--- src/rtl/ktc16_uart_pkg.sv ---
// Shared types and constants for the ktc16 memory-mapped UART transmitter.
package ktc16_uart_pkg;

  typedef enum logic [1:0] {
    IDLE  = 2'd0,
    START = 2'd1,
    DATA  = 2'd2,
    STOP  = 2'd3
  } uart_state_t;

  localparam int unsigned ST_BUSY = 0;
  localparam int unsigned ST_FULL = 1;
  localparam int unsigned ST_OVF  = 2;

endpackage

--- src/rtl/ktc16_uart_tx_if.sv ---
// Store-path snoop bus from the ktc16 core into the UART transmitter.
interface ktc16_uart_tx_if;
  logic        memwrite;
  logic [15:0] addr;
  logic [15:0] wd;

  modport master (output memwrite, output addr, output wd);
  modport slave  (input  memwrite, input  addr, input  wd);
endinterface

--- src/rtl/ktc16_uart_tx_sync_fifo.sv ---
// Circular-buffer FIFO with show-ahead head output; pointers wrap naturally.
module sync_fifo #(
  parameter int unsigned WIDTH = 8,
  parameter int unsigned DEPTH = 4
) (
  input  logic             clk,
  input  logic             rst_n,
  input  logic             push,
  input  logic             pop,
  input  logic [WIDTH-1:0] din,
  output logic [WIDTH-1:0] dout,
  output logic             full,
  output logic             empty
);
  localparam int unsigned PTR_W = $clog2(DEPTH);
  localparam int unsigned CNT_W = PTR_W + 1;

  logic [WIDTH-1:0] mem_q [DEPTH];
  logic [WIDTH-1:0] mem_d [DEPTH];
  logic [PTR_W-1:0] wptr_q, wptr_d, rptr_q, rptr_d;
  logic [CNT_W-1:0] count_q, count_d;

  always_comb begin
    mem_d   = mem_q;
    wptr_d  = wptr_q;
    rptr_d  = rptr_q;
    count_d = count_q;
    if (push) begin
      mem_d[wptr_q] = din;
      wptr_d        = wptr_q + 1'b1;
    end
    if (pop) begin
      rptr_d = rptr_q + 1'b1;
    end
    // Simultaneous push and pop leaves the count unchanged
    if (push && !pop) begin
      count_d = count_q + 1'b1;
    end else if (pop && !push) begin
      count_d = count_q - 1'b1;
    end
  end

  always_ff @(posedge clk or negedge rst_n) begin
    if (!rst_n) begin
      for (int unsigned i = 0; i < DEPTH; i++) begin
        mem_q[i] <= '0;
      end
      wptr_q  <= '0;
      rptr_q  <= '0;
      count_q <= '0;
    end else begin
      mem_q   <= mem_d;
      wptr_q  <= wptr_d;
      rptr_q  <= rptr_d;
      count_q <= count_d;
    end
  end

  assign dout  = mem_q[rptr_q];
  assign full  = (count_q == CNT_W'(DEPTH));
  assign empty = (count_q == '0);
endmodule

--- src/rtl/ktc16_uart_tx.sv ---
// Memory-mapped 8N1 UART transmitter snooping the ktc16 store path.
module ktc16_uart_tx
  import ktc16_uart_pkg::*;
#(
  parameter logic [15:0] DATA_ADDR    = 16'h0060,
  parameter logic [15:0] STAT_ADDR    = 16'h0062,
  parameter int unsigned CLKS_PER_BIT = 16,
  parameter int unsigned DEPTH        = 4
) (
  input  logic                  clk,
  input  logic                  reset,
  ktc16_uart_tx_if.slave        bus,
  output logic                  tx,
  output logic                  busy,
  output logic                  full,
  output logic                  overflow,
  output logic [15:0]           status
);
  localparam int unsigned CNT_W = (CLKS_PER_BIT > 2) ? $clog2(CLKS_PER_BIT) : 1;
  localparam logic [CNT_W-1:0] CNT_MAX = CNT_W'(CLKS_PER_BIT - 1);

  uart_state_t      state_q, state_d;
  logic [CNT_W-1:0] cnt_q, cnt_d;
  logic [7:0]       shift_q, shift_d;
  logic [2:0]       idx_q, idx_d;
  logic             tx_q, tx_d;
  logic             ovf_q, ovf_d;

  logic       push_req, clr_req, accept, pop, empty;
  logic [7:0] dout;
  logic       unused_wd;

  assign unused_wd = ^bus.wd[15:8];

  assign push_req = bus.memwrite && (bus.addr == DATA_ADDR);
  assign clr_req  = bus.memwrite && (bus.addr == STAT_ADDR);
  assign accept   = push_req && (!full || pop);

  sync_fifo #(
    .WIDTH (8),
    .DEPTH (DEPTH)
  ) u_fifo (
    .clk   (clk),
    .rst_n (reset),
    .push  (accept),
    .pop   (pop),
    .din   (bus.wd[7:0]),
    .dout  (dout),
    .full  (full),
    .empty (empty)
  );

  // A dropped push sets the flag even if a clear lands on the same edge
  always_comb begin
    ovf_d = ovf_q;
    if (push_req && !accept) begin
      ovf_d = 1'b1;
    end else if (clr_req) begin
      ovf_d = 1'b0;
    end
  end

  always_comb begin
    state_d = state_q;
    cnt_d   = cnt_q;
    shift_d = shift_q;
    idx_d   = idx_q;
    pop     = 1'b0;
    case (state_q)
      IDLE: begin
        cnt_d = '0;
        if (!empty) begin
          pop     = 1'b1;
          shift_d = dout;
          state_d = START;
        end
      end
      START: begin
        if (cnt_q == CNT_MAX) begin
          cnt_d   = '0;
          idx_d   = '0;
          state_d = DATA;
        end else begin
          cnt_d = cnt_q + 1'b1;
        end
      end
      DATA: begin
        if (cnt_q == CNT_MAX) begin
          cnt_d = '0;
          if (idx_q == 3'd7) begin
            state_d = STOP;
          end else begin
            shift_d = {1'b0, shift_q[7:1]};
            idx_d   = idx_q + 1'b1;
          end
        end else begin
          cnt_d = cnt_q + 1'b1;
        end
      end
      STOP: begin
        if (cnt_q == CNT_MAX) begin
          cnt_d = '0;
          if (!empty) begin
            pop     = 1'b1;
            shift_d = dout;
            state_d = START;
          end else begin
            state_d = IDLE;
          end
        end else begin
          cnt_d = cnt_q + 1'b1;
        end
      end
      default: state_d = IDLE;
    endcase
  end

  // Line level is derived from the next state so tx comes straight from a flop
  always_comb begin
    tx_d = 1'b1;
    case (state_d)
      START:   tx_d = 1'b0;
      DATA:    tx_d = shift_d[0];
      default: tx_d = 1'b1;
    endcase
  end

  always_ff @(posedge clk or negedge reset) begin
    if (!reset) begin
      state_q <= IDLE;
      cnt_q   <= '0;
      shift_q <= '0;
      idx_q   <= '0;
      tx_q    <= 1'b1;
      ovf_q   <= 1'b0;
    end else begin
      state_q <= state_d;
      cnt_q   <= cnt_d;
      shift_q <= shift_d;
      idx_q   <= idx_d;
      tx_q    <= tx_d;
      ovf_q   <= ovf_d;
    end
  end

  assign tx       = tx_q;
  assign busy     = !empty || (state_q != IDLE);
  assign overflow = ovf_q;

  always_comb begin
    status          = '0;
    status[ST_BUSY] = busy;
    status[ST_FULL] = full;
    status[ST_OVF]  = overflow;
  end
endmodule

--- src/flat_wrapper.sv ---
// flat-port wrapper written by rule: the top's interface ports become plain ports
module ktc16_uart_tx_flat import ktc16_uart_pkg::*;
#(
  parameter logic [15:0] DATA_ADDR    = 16'h0060,
  parameter logic [15:0] STAT_ADDR    = 16'h0062,
  parameter int unsigned CLKS_PER_BIT = 16,
  parameter int unsigned DEPTH        = 4
)
  (clk, reset, tx, busy, full, overflow, status, bus_memwrite, bus_addr, bus_wd);
  ktc16_uart_tx_if bus_i ();
  input  logic clk;
  input  logic reset;
  output logic tx;
  output logic busy;
  output logic full;
  output logic overflow;
  output logic [15:0] status;
  input wire logic [$bits(bus_i.memwrite)-1:0] bus_memwrite;
  input wire logic [$bits(bus_i.addr)-1:0] bus_addr;
  input wire logic [$bits(bus_i.wd)-1:0] bus_wd;
  assign bus_i.memwrite = bus_memwrite;
  assign bus_i.addr = bus_addr;
  assign bus_i.wd = bus_wd;
  ktc16_uart_tx #(.DATA_ADDR(DATA_ADDR), .STAT_ADDR(STAT_ADDR), .CLKS_PER_BIT(CLKS_PER_BIT), .DEPTH(DEPTH)) u_core (.clk(clk), .reset(reset), .bus(bus_i), .tx(tx), .busy(busy), .full(full), .overflow(overflow), .status(status));
endmodule
--- config.mk ---
export PLATFORM = sky130hd
export DESIGN_NAME = ktc16_uart_tx_flat
export DESIGN_NICKNAME = d
export VERILOG_FILES = /design/src/rtl/ktc16_uart_pkg.sv /design/src/rtl/ktc16_uart_tx_if.sv /design/src/rtl/ktc16_uart_tx_sync_fifo.sv /design/src/rtl/ktc16_uart_tx.sv /design/src/flat_wrapper.sv
export SDC_FILE = /design/constraint.sdc
export NUM_CORES = 1
export LEC_CHECK = 0
export CAP_MARGIN = 20
export CORE_ASPECT_RATIO = 0.75
export CORE_MARGIN = 1.5
export CORE_UTILIZATION = 41
export CTS_BUF_LIST = sky130_fd_sc_hd__clkbuf_8
export CTS_CLUSTER_DIAMETER = 100
export DETAILED_ROUTE_END_ITERATION = 16
export PLACE_DENSITY_LB_ADDON = 0.25
export SLEW_MARGIN = 20
export SYNTH_ARGS = -nofsm -noshare
export SYNTH_HDL_FRONTEND = slang
export SYNTH_SLANG_ARGS = --single-unit
--- constraint.sdc ---
create_clock -name clk -period 4.98 [get_ports clk]
set_input_delay 0.747 -clock clk [delete_from_list [all_inputs] [get_ports clk]]
set_output_delay 0.747 -clock clk [all_outputs]
set_load 0.05 [all_outputs]
**Word level (Yosys, flattened, before mapping)**

Cells that the tools add are included.

- Memories: 0
- Memory bits (read-only): 0
- Logic and storage cells: 94
- Latch bits: 0
- Register bits after elaboration: 58
- Memory bits (writable): 0
- Output and inout bits: 20
- Bits of input ports: 35

- Bitwise logic cells: 2
- $lt $le $gt $ge: 3
- Div/mod/pow operators: 0
- Multipliers: 0
- Reduce and logical (&&, ||, !) cells: 23
- Equal/unequal tests: 14
- Mux-type cells: 32
- Shifts and indexed selects: 0
- Add/subtract/negate cells: 6

Operator list:

| cell | number |
|---|---|
| 8-bit two-way mux | 7 |
| 32-bit bitwise mux | 1 |
| 16-bit by 7-bit equality test with 1-bit output (second input constant) | 2 |
| 8-bit case mux with 3 select lines | 1 |
| 8-bit binary-select mux with 2-bit select | 1 |
| 8-bit demux with 2-bit select | 1 |
| 3-bit two-way mux | 5 |
| 2-bit two-way mux | 5 |
| 2-bit case mux with 4 select lines | 1 |
| 4-bit case mux with 2 select lines | 1 |
| 4-bit AND reduction | 2 |
| 2-bit nonzero test | 4 |
| 1-bit logical AND | 7 |
| 3-bit by 1-bit adder with 3-bit output (second input constant) | 2 |
| 2-bit equality test (second input constant) | 3 |
| 3-bit equality test (second input constant) | 2 |
| 3-bit >= comparator (second input constant) | 2 |
| 2-bit by 1-bit != test with 1-bit output (second input constant) | 3 |
| 2-bit inverter with 3-bit output | 2 |
| 3-bit case mux with 2 select lines | 1 |
| 1-bit two-way mux | 5 |
| 2-bit by 1-bit adder with 2-bit output (second input constant) | 2 |
| 4-bit by 1-bit adder with 4-bit output (second input constant) | 1 |
| 2-bit by 1-bit equality test with 1-bit output (second input constant) | 2 |
| other kinds (12) | 17 |

**Depth between registers and ports, before layout**

- Word-level depth: 10
- Depth in mapped cells: 12
- Gate-level depth less buffers: 11

**Hierarchy**

A second synthesis with hierarchy kept.

- Cell total of the unflattened synthesis: 240
- Area total of the unflattened synthesis: 3079.2 um2

Modules (own cells, without submodules):

| module | cells an instance | area an instance (um2) | times used | sequential area each (um2) |
|---|---|---|---|---|
| sync_fifo | 109 | 1755.4 | 1 | 975.9 |
| ktc16_uart_tx | 131 | 1323.8 | 1 | 476.7 |

**Worst setup path after synthesis**

Ideal clock, no wire load.

- Path type: reg2reg
- Start point: reg u_core.u_fifo.count_q[0]
- End point: reg u_core.u_fifo.count_q[1]
- Setup time: 0.125 ns
- Arrival time: 3.196 ns
- Clock period less this slack: 3.321 ns
- Stages on the path, launching flop included: 9
- Path buffers: 1
- Slack: 1.659 ns
- Data required time: 4.855 ns
- Path through: dfrtp_1 nor3b_1 o31ai_1 nor3b_2 buf_6 ha_1 inv_1 fa_1 mux2_2

- Elaborated cells on any way between the ends: 17
- Classes of those cells: 2 x add/sub; 1 x eq/ne; 5 x mux; 9 x reduce/logical

RTL lines:

| item | RTL line | text |
|---|---|---|
| start, declared | ktc16_uart_tx_sync_fifo.sv:21 | `logic [CNT_W-1:0] count_q, count_d;` |
| start signal, assigned | ktc16_uart_tx_sync_fifo.sv:55 | `count_q <= count_d;` |
| 3-bit equality test | ktc16_uart_tx_sync_fifo.sv:60 | `assign full = (count_q == CNT_W'(DEPTH));` |
| net full | flat_wrapper.sv:15 | `output logic full;` |
| 1-bit logical NOT | ktc16_uart_tx.sv:37 | `assign accept = push_req && (!full \|\| pop);` |
| 1-bit logical OR | ktc16_uart_tx.sv:37 |  |
| 1-bit logical AND | ktc16_uart_tx.sv:37 |  |
| net u_core.accept | ktc16_uart_tx.sv:29 | `logic push_req, clr_req, accept, pop, empty;` |
| 1-bit logical AND | ktc16_uart_tx_sync_fifo.sv:36 | `if (push && !pop) begin` |
| 3-bit two-way mux | ktc16_uart_tx_sync_fifo.sv:36 |  |
| net u_core.u_fifo.count_d[1] | ktc16_uart_tx_sync_fifo.sv:21 |  |

The timed path passes the listed nets, and every way through them passes these cells. The select of a mux whose other input is x is not followed.
A chain may end at the register's enable or synchronous reset.

**Worst setup path in the final report**

- Start point: reg u_core.state_q[1]
- End point: reg u_core.u_fifo.count_q[2]

- Cells in the longest elaborated chain, start to end: 7
- Elaborated cells on any way between the ends: 11
- Classes of those cells: 1 x eq/ne; 2 x mux; 8 x reduce/logical

Ends and longest elaborated chain:

| item | RTL line | text |
|---|---|---|
| start, declared | ktc16_uart_tx.sv:22 | `uart_state_t state_q, state_d;` |
| start signal, assigned | ktc16_uart_tx.sv:137 | `state_q <= state_d;` |
| 2-bit equality test or 2-bit logical NOT (tied branches) | ktc16_uart_tx.sv:69 | `case (state_q)` |
| 1-bit case mux with 2 select lines * | ktc16_uart_tx.sv:69 |  |
| 1-bit logical OR | ktc16_uart_tx.sv:37 |  |
| 1-bit logical AND | ktc16_uart_tx.sv:37 |  |
| 1-bit logical NOT | ktc16_uart_tx_sync_fifo.sv:38 | `end else if (pop && !push) begin` |
| 1-bit logical AND | ktc16_uart_tx_sync_fifo.sv:38 |  |
| 2-bit nonzero test (no line) | - |  |

Mark *: on every way between the ends. The rest lies on a longest branch, timed or not.

==> metrics list <==
* Period utilization: 60.2%
* Final setup viols: 0
* Cell area after synthesis: 0.00326 sq mm
- The via count of the first global-routing pass came to 2003.
* Worst slew margin relative to its limit: 51.3%
- Data on the critical path is required at its endpoint by 5.23 ns.
- Final Hold Viols: 0
- After clock tree synthesis, the clock-pin slew on the worst setup and hold paths is 0.06 ns.
* Count of buffer and inverter cells on the critical path: 2
- The most used flip-flop cell after synthesis is sky130_fd_sc_hd__dfrtp_1.
* Tmin final: 3.00 ns
- Achievable clock frequency: 0.334 GHz
- Routability congestion estimate from global placement: 0.749
- Fraction of post-synthesis cell area in the top cell type by area: 43.7%
* GRT Total Usage: 15.5%
- Remaining number of nets flagged by the antenna check after routing: 0
* CTS tree: built
- Fraction of synthesized cell area in xor and xnor cells: 1.88%
- DP Wirelength: 4210 um
* Number of filler instances in the final layout: 661
- Hold Path Origin: u_core.u_fifo.mem_q[0]
- Synth-to-layout area growth: 18.5%
- Dividing the detail-routed via count by the number of cells gives 5.00.
- The number of antenna diodes in the final layout is 0.
- Main combinational cell family by area after synthesis: multiplexers
* Flop and latch count out of synthesis: 58
- Die boundary height: 80.2 um
* Per-cell routed wire length: 15.3 um
* Number of post-CTS setup repair buffers: 0
- After synthesis, the cell types taking the most area are sky130_fd_sc_hd__dfrtp_1 (44%), sky130_fd_sc_hd__mux2_4 (15%), sky130_fd_sc_hd__mux4_2 (5.5%), sky130_fd_sc_hd__ha_1 (5.0%), sky130_fd_sc_hd__buf_4 (3.9%).
- The largest single stage delay on the critical path is 0.42 ns.
- Sequential Power Share: 44.9%
- For the worst flop-to-flop path, the logic depth is 11.
* Fraction of synthesized area in multiplexers: 23.1%
- First-iteration detailed-routing DRC count: 80
- Simple-gate share of the synthesized area: 8.83%
- After detailed routing, the wire length on met1 is 3060 um.
- Number of hold-repair buffers added at the cts stage: 0
* Most frequent standard cell in the layout excluding fill and tap cells: sky130_fd_sc_hd__dfrtp_1
* Biggest fanout along the worst timing path: 10
- Counting instances, the worst hold path has a depth of 1.
- The flow ran to the end, and the final reports show no timing, DRC or antenna violations.
- Combinational Power Share: 5.3%
- Entering global routing, the biggest net connects 59 pins.
* Post-synthesis sequential area ratio: 44.6%
- After detailed routing, the met2 layer carries 2660 um of wire.
- By startpoint and endpoint, the worst setup path is classified as register to register.
- Fraction of the mapped netlist area in compound gates: 9.90%
- Setup repair after global routing missed its margin: false
- DRC viols: 0
* Final total negative setup slack: 0 ns
- STA puts the critical path data arrival time at 3.25 ns.
- Summing internal, switching and leakage power gives 0.00105 W.
- Yosys warning total: 0
* Number of port buffers: 33
- FF-to-FF Start: u_core.state_q[1]
- For this design, the sink count on the clock tree is 58.
- Count of nets after finishing: 335
* Cell count after synthesis: 250
- For this design the static power due to leakage is 1.79 nW.
* Via count: 1955
- Die extent in x: 106 um
- Global routing finished with a remaining overflow of 0.
* DRT Pass-1 Iters: 5
- Endpoint of the worst register-to-register path: u_core.u_fifo.count_q[2]
- Initial antenna violation count: 0
- Worst supply voltage drop on vdd: 0.127 mV
- The number of pins exceeding their max-slew limit in the final report was 0.
- In this run, the clock network consumes 49.8% of the power.
* Switching power share of the total: 20.7%
- The largest individual stage delay along the critical path comes from the cell sky130_fd_sc_hd__dfrtp_1.
* Max cap viols: 0
* Kind of launch point of the worst setup path: register
- Global-route wire length before repair: 10200 um
- Cells with a size suffix above 1 make up 25.9% of the layout.
* Worst Tran Pin Value: 0.731 ns
- The min-delay analysis places its worst path in the category register to register.
* Number of rows created at floorplan: 27
* Total net switching power: 0.000218 W
- Summing the areas of all fa, ha and maj instances in the mapped netlist gives 5.60% of the synthesized area.
* Core area: 0.00753 sq mm
* Htree depth: 3
- Avg Synthesized Cell Area: 13.0 sq um
* Power Density: 272 mW/mm^2
- The worst hold path terminates at u_core.u_fifo.mem_q[0].
- Count of cell types in the netlist: 47
* Met3 routed WL: 187 um
- Clock Skews: 0.00460 ns
- The root buffer cell chosen for the clock tree is sky130_fd_sc_hd__clkbuf_8.
- Summed over all layers, the routed wires come to 5960 um.
* Sort of element at the end of the critical path: register
* Highest Signal Layer: met4
* Top delay family on crit path: adder cells
* Leading area contributor after synthesis: sky130_fd_sc_hd__dfrtp_1
* TritonCTS buffer count: 9
- At the later pin of the worst-skew pair, clock insertion delay measures 0.33 ns.
- Async SR Flop Fraction: 100%
* Most frequent cells in the layout: sky130_fd_sc_hd__dfrtp_1 (57), sky130_fd_sc_hd__mux2_4 (32), sky130_fd_sc_hd__clkdlybuf4s50_1 (32)
* P_int: 0.000833 W
- Minimum setup slack among reg-to-reg paths: 1.98 ns
- Traced cell by cell, the critical path runs through ha_1 > a41oi_4 > o31ai_1 > nor3b_2 > buf_4 > ha_1 > inv_1 > fa_1 > xor2_1 > nor2_1 > xor2_1.
- I/O pin cnt: 55
* Number of buffers between clock root and the deepest sink: 2
* Number of resized instances in the post-cts repair step: 0
- The synthesized design contains 0 enable-type register cells.
- For this configuration, the core starts out at a cell density of 43.3%.
- Die area: 0.00850 sq mm
sequential cells by signal, summed over array words and instances (netlist names):
name	count
u_core.u_fifo.mem_q	32
u_core.shift_q	8
u_core.cnt_q	4
u_core.idx_q	3
u_core.u_fifo.count_q	3
u_core.state_q	2
u_core.u_fifo.rptr_q	2
u_core.u_fifo.wptr_q	2
u_core.overflow	1
u_core.tx	1
logic make-up after synthesis:
logic type               count (synthesis)
flip-flops                              58
multiplexers                            49
AO/OA/AOI/OAI                           45
AND/OR/NAND/NOR                         44
buffers and inverters                   32
adder cells (fa/ha/maj)                 14
XOR/XNOR                                 7
other                                    1
worst max path at each step:
stage,to,from,cells after the start,slack (ns)
3_3_place_gp,u_core.u_fifo.count_q[2],bus_addr[8],11,1.69
6_report,u_core.u_fifo.count_q[2],u_core.state_q[1],11,1.98
2_1_floorplan,u_core.u_fifo.count_q[1],u_core.u_fifo.count_q[0],8,1.66
3_5_place_dp,u_core.u_fifo.count_q[2],bus_addr[8],11,1.66
4_1_cts,u_core.u_fifo.count_q[2],u_core.state_q[1],11,1.93
5_1_grt,u_core.u_fifo.count_q[2],u_core.state_q[1],11,1.73
synthesized netlist by cell type, types with 2 or more instances:
cell type                  instances
sky130_fd_sc_hd__xor2_1            3
sky130_fd_sc_hd__o31ai_1           2
sky130_fd_sc_hd__mux2_4           32
sky130_fd_sc_hd__nand2_8           4
sky130_fd_sc_hd__ha_1             13
sky130_fd_sc_hd__buf_4            17
sky130_fd_sc_hd__a21oi_1           7
sky130_fd_sc_hd__a22o_1            6
sky130_fd_sc_hd__mux2i_1           6
sky130_fd_sc_hd__nor2_1            8
sky130_fd_sc_hd__buf_2             3
sky130_fd_sc_hd__clkbuf_1          2
sky130_fd_sc_hd__nand4_1           2
sky130_fd_sc_hd__o21ai_0          17
sky130_fd_sc_hd__xnor2_1           4
sky130_fd_sc_hd__inv_1             9
sky130_fd_sc_hd__mux2_2            3
sky130_fd_sc_hd__nand2_1          15
sky130_fd_sc_hd__a31oi_1           2
sky130_fd_sc_hd__dfrtp_1          57
sky130_fd_sc_hd__nor4_1            2
sky130_fd_sc_hd__mux4_2            8
sky130_fd_sc_hd__nor3_1            4
power groups by stage:
stage / Combinational (W) / Clock, W / Sequential [W]
detailed placement: 0.0000565 / 0 / 0.000480
global placement: 0.0000563 / 0 / 0.000480
finish: 0.0000556 / 0.000524 / 0.000471
global route: 0.0000603 / 0.000558 / 0.000471
CTS: 0.0000567 / 0.000540 / 0.000471
floorplan: 0.0000310 / 0 / 0.000480
metal layers:
| layer | vias up | GRT usage (%) |
|---|---|---|
| met5 | - | 0 |
| met4 | 0 | 4.05 |
| met3 | 8 | 4.55 |
| met2 | 25 | 23.1 |
| met1 | 971 | 22.1 |
| li1 | 951 | - |
area by class of cell:
cell class / instances / area (sq um) / share of cell area, %
multi-input cells: 172 / 1660 / 43.0
clock buffers: 10 / 138 / 3.56
flip-flops and latches: 58 / 1450 / 37.6
clock inverters: 5 / 103 / 2.66
inverters: 9 / 33.8 / 0.874
repair buffers: 36 / 348 / 9.00
well taps: 101 / 126 / 3.27
stage by stage:
stage	utilization (%)	cell area (sq um)	worst slack, ns	std cells	hold WS (ns)
4_1_cts	51.3	3860	1.93	391	0.501
6_report	51.3	3860	1.98	391	0.503
3_5_place_dp	48.1	3620	1.66	376	0.492
2_1_floorplan	-	3310	1.66	262	0.451
5_1_grt	51.3	3860	1.73	391	0.504
3_3_place_gp	48.1	3620	1.69	376	0.487
worst register-to-register path: cells and delay by family (launching register included):
family	cells	cell delay (ns)
and+or+nand+nor	2	0.34
adders and majority gates	3	0.96
buffers and inverters	2	0.35
AOI/OAI and AO/OA	2	0.57
xor gates and xnor gates	2	0.30
DFF	1	0.42
No activity file was read; power rests on OpenSTA's default activity.
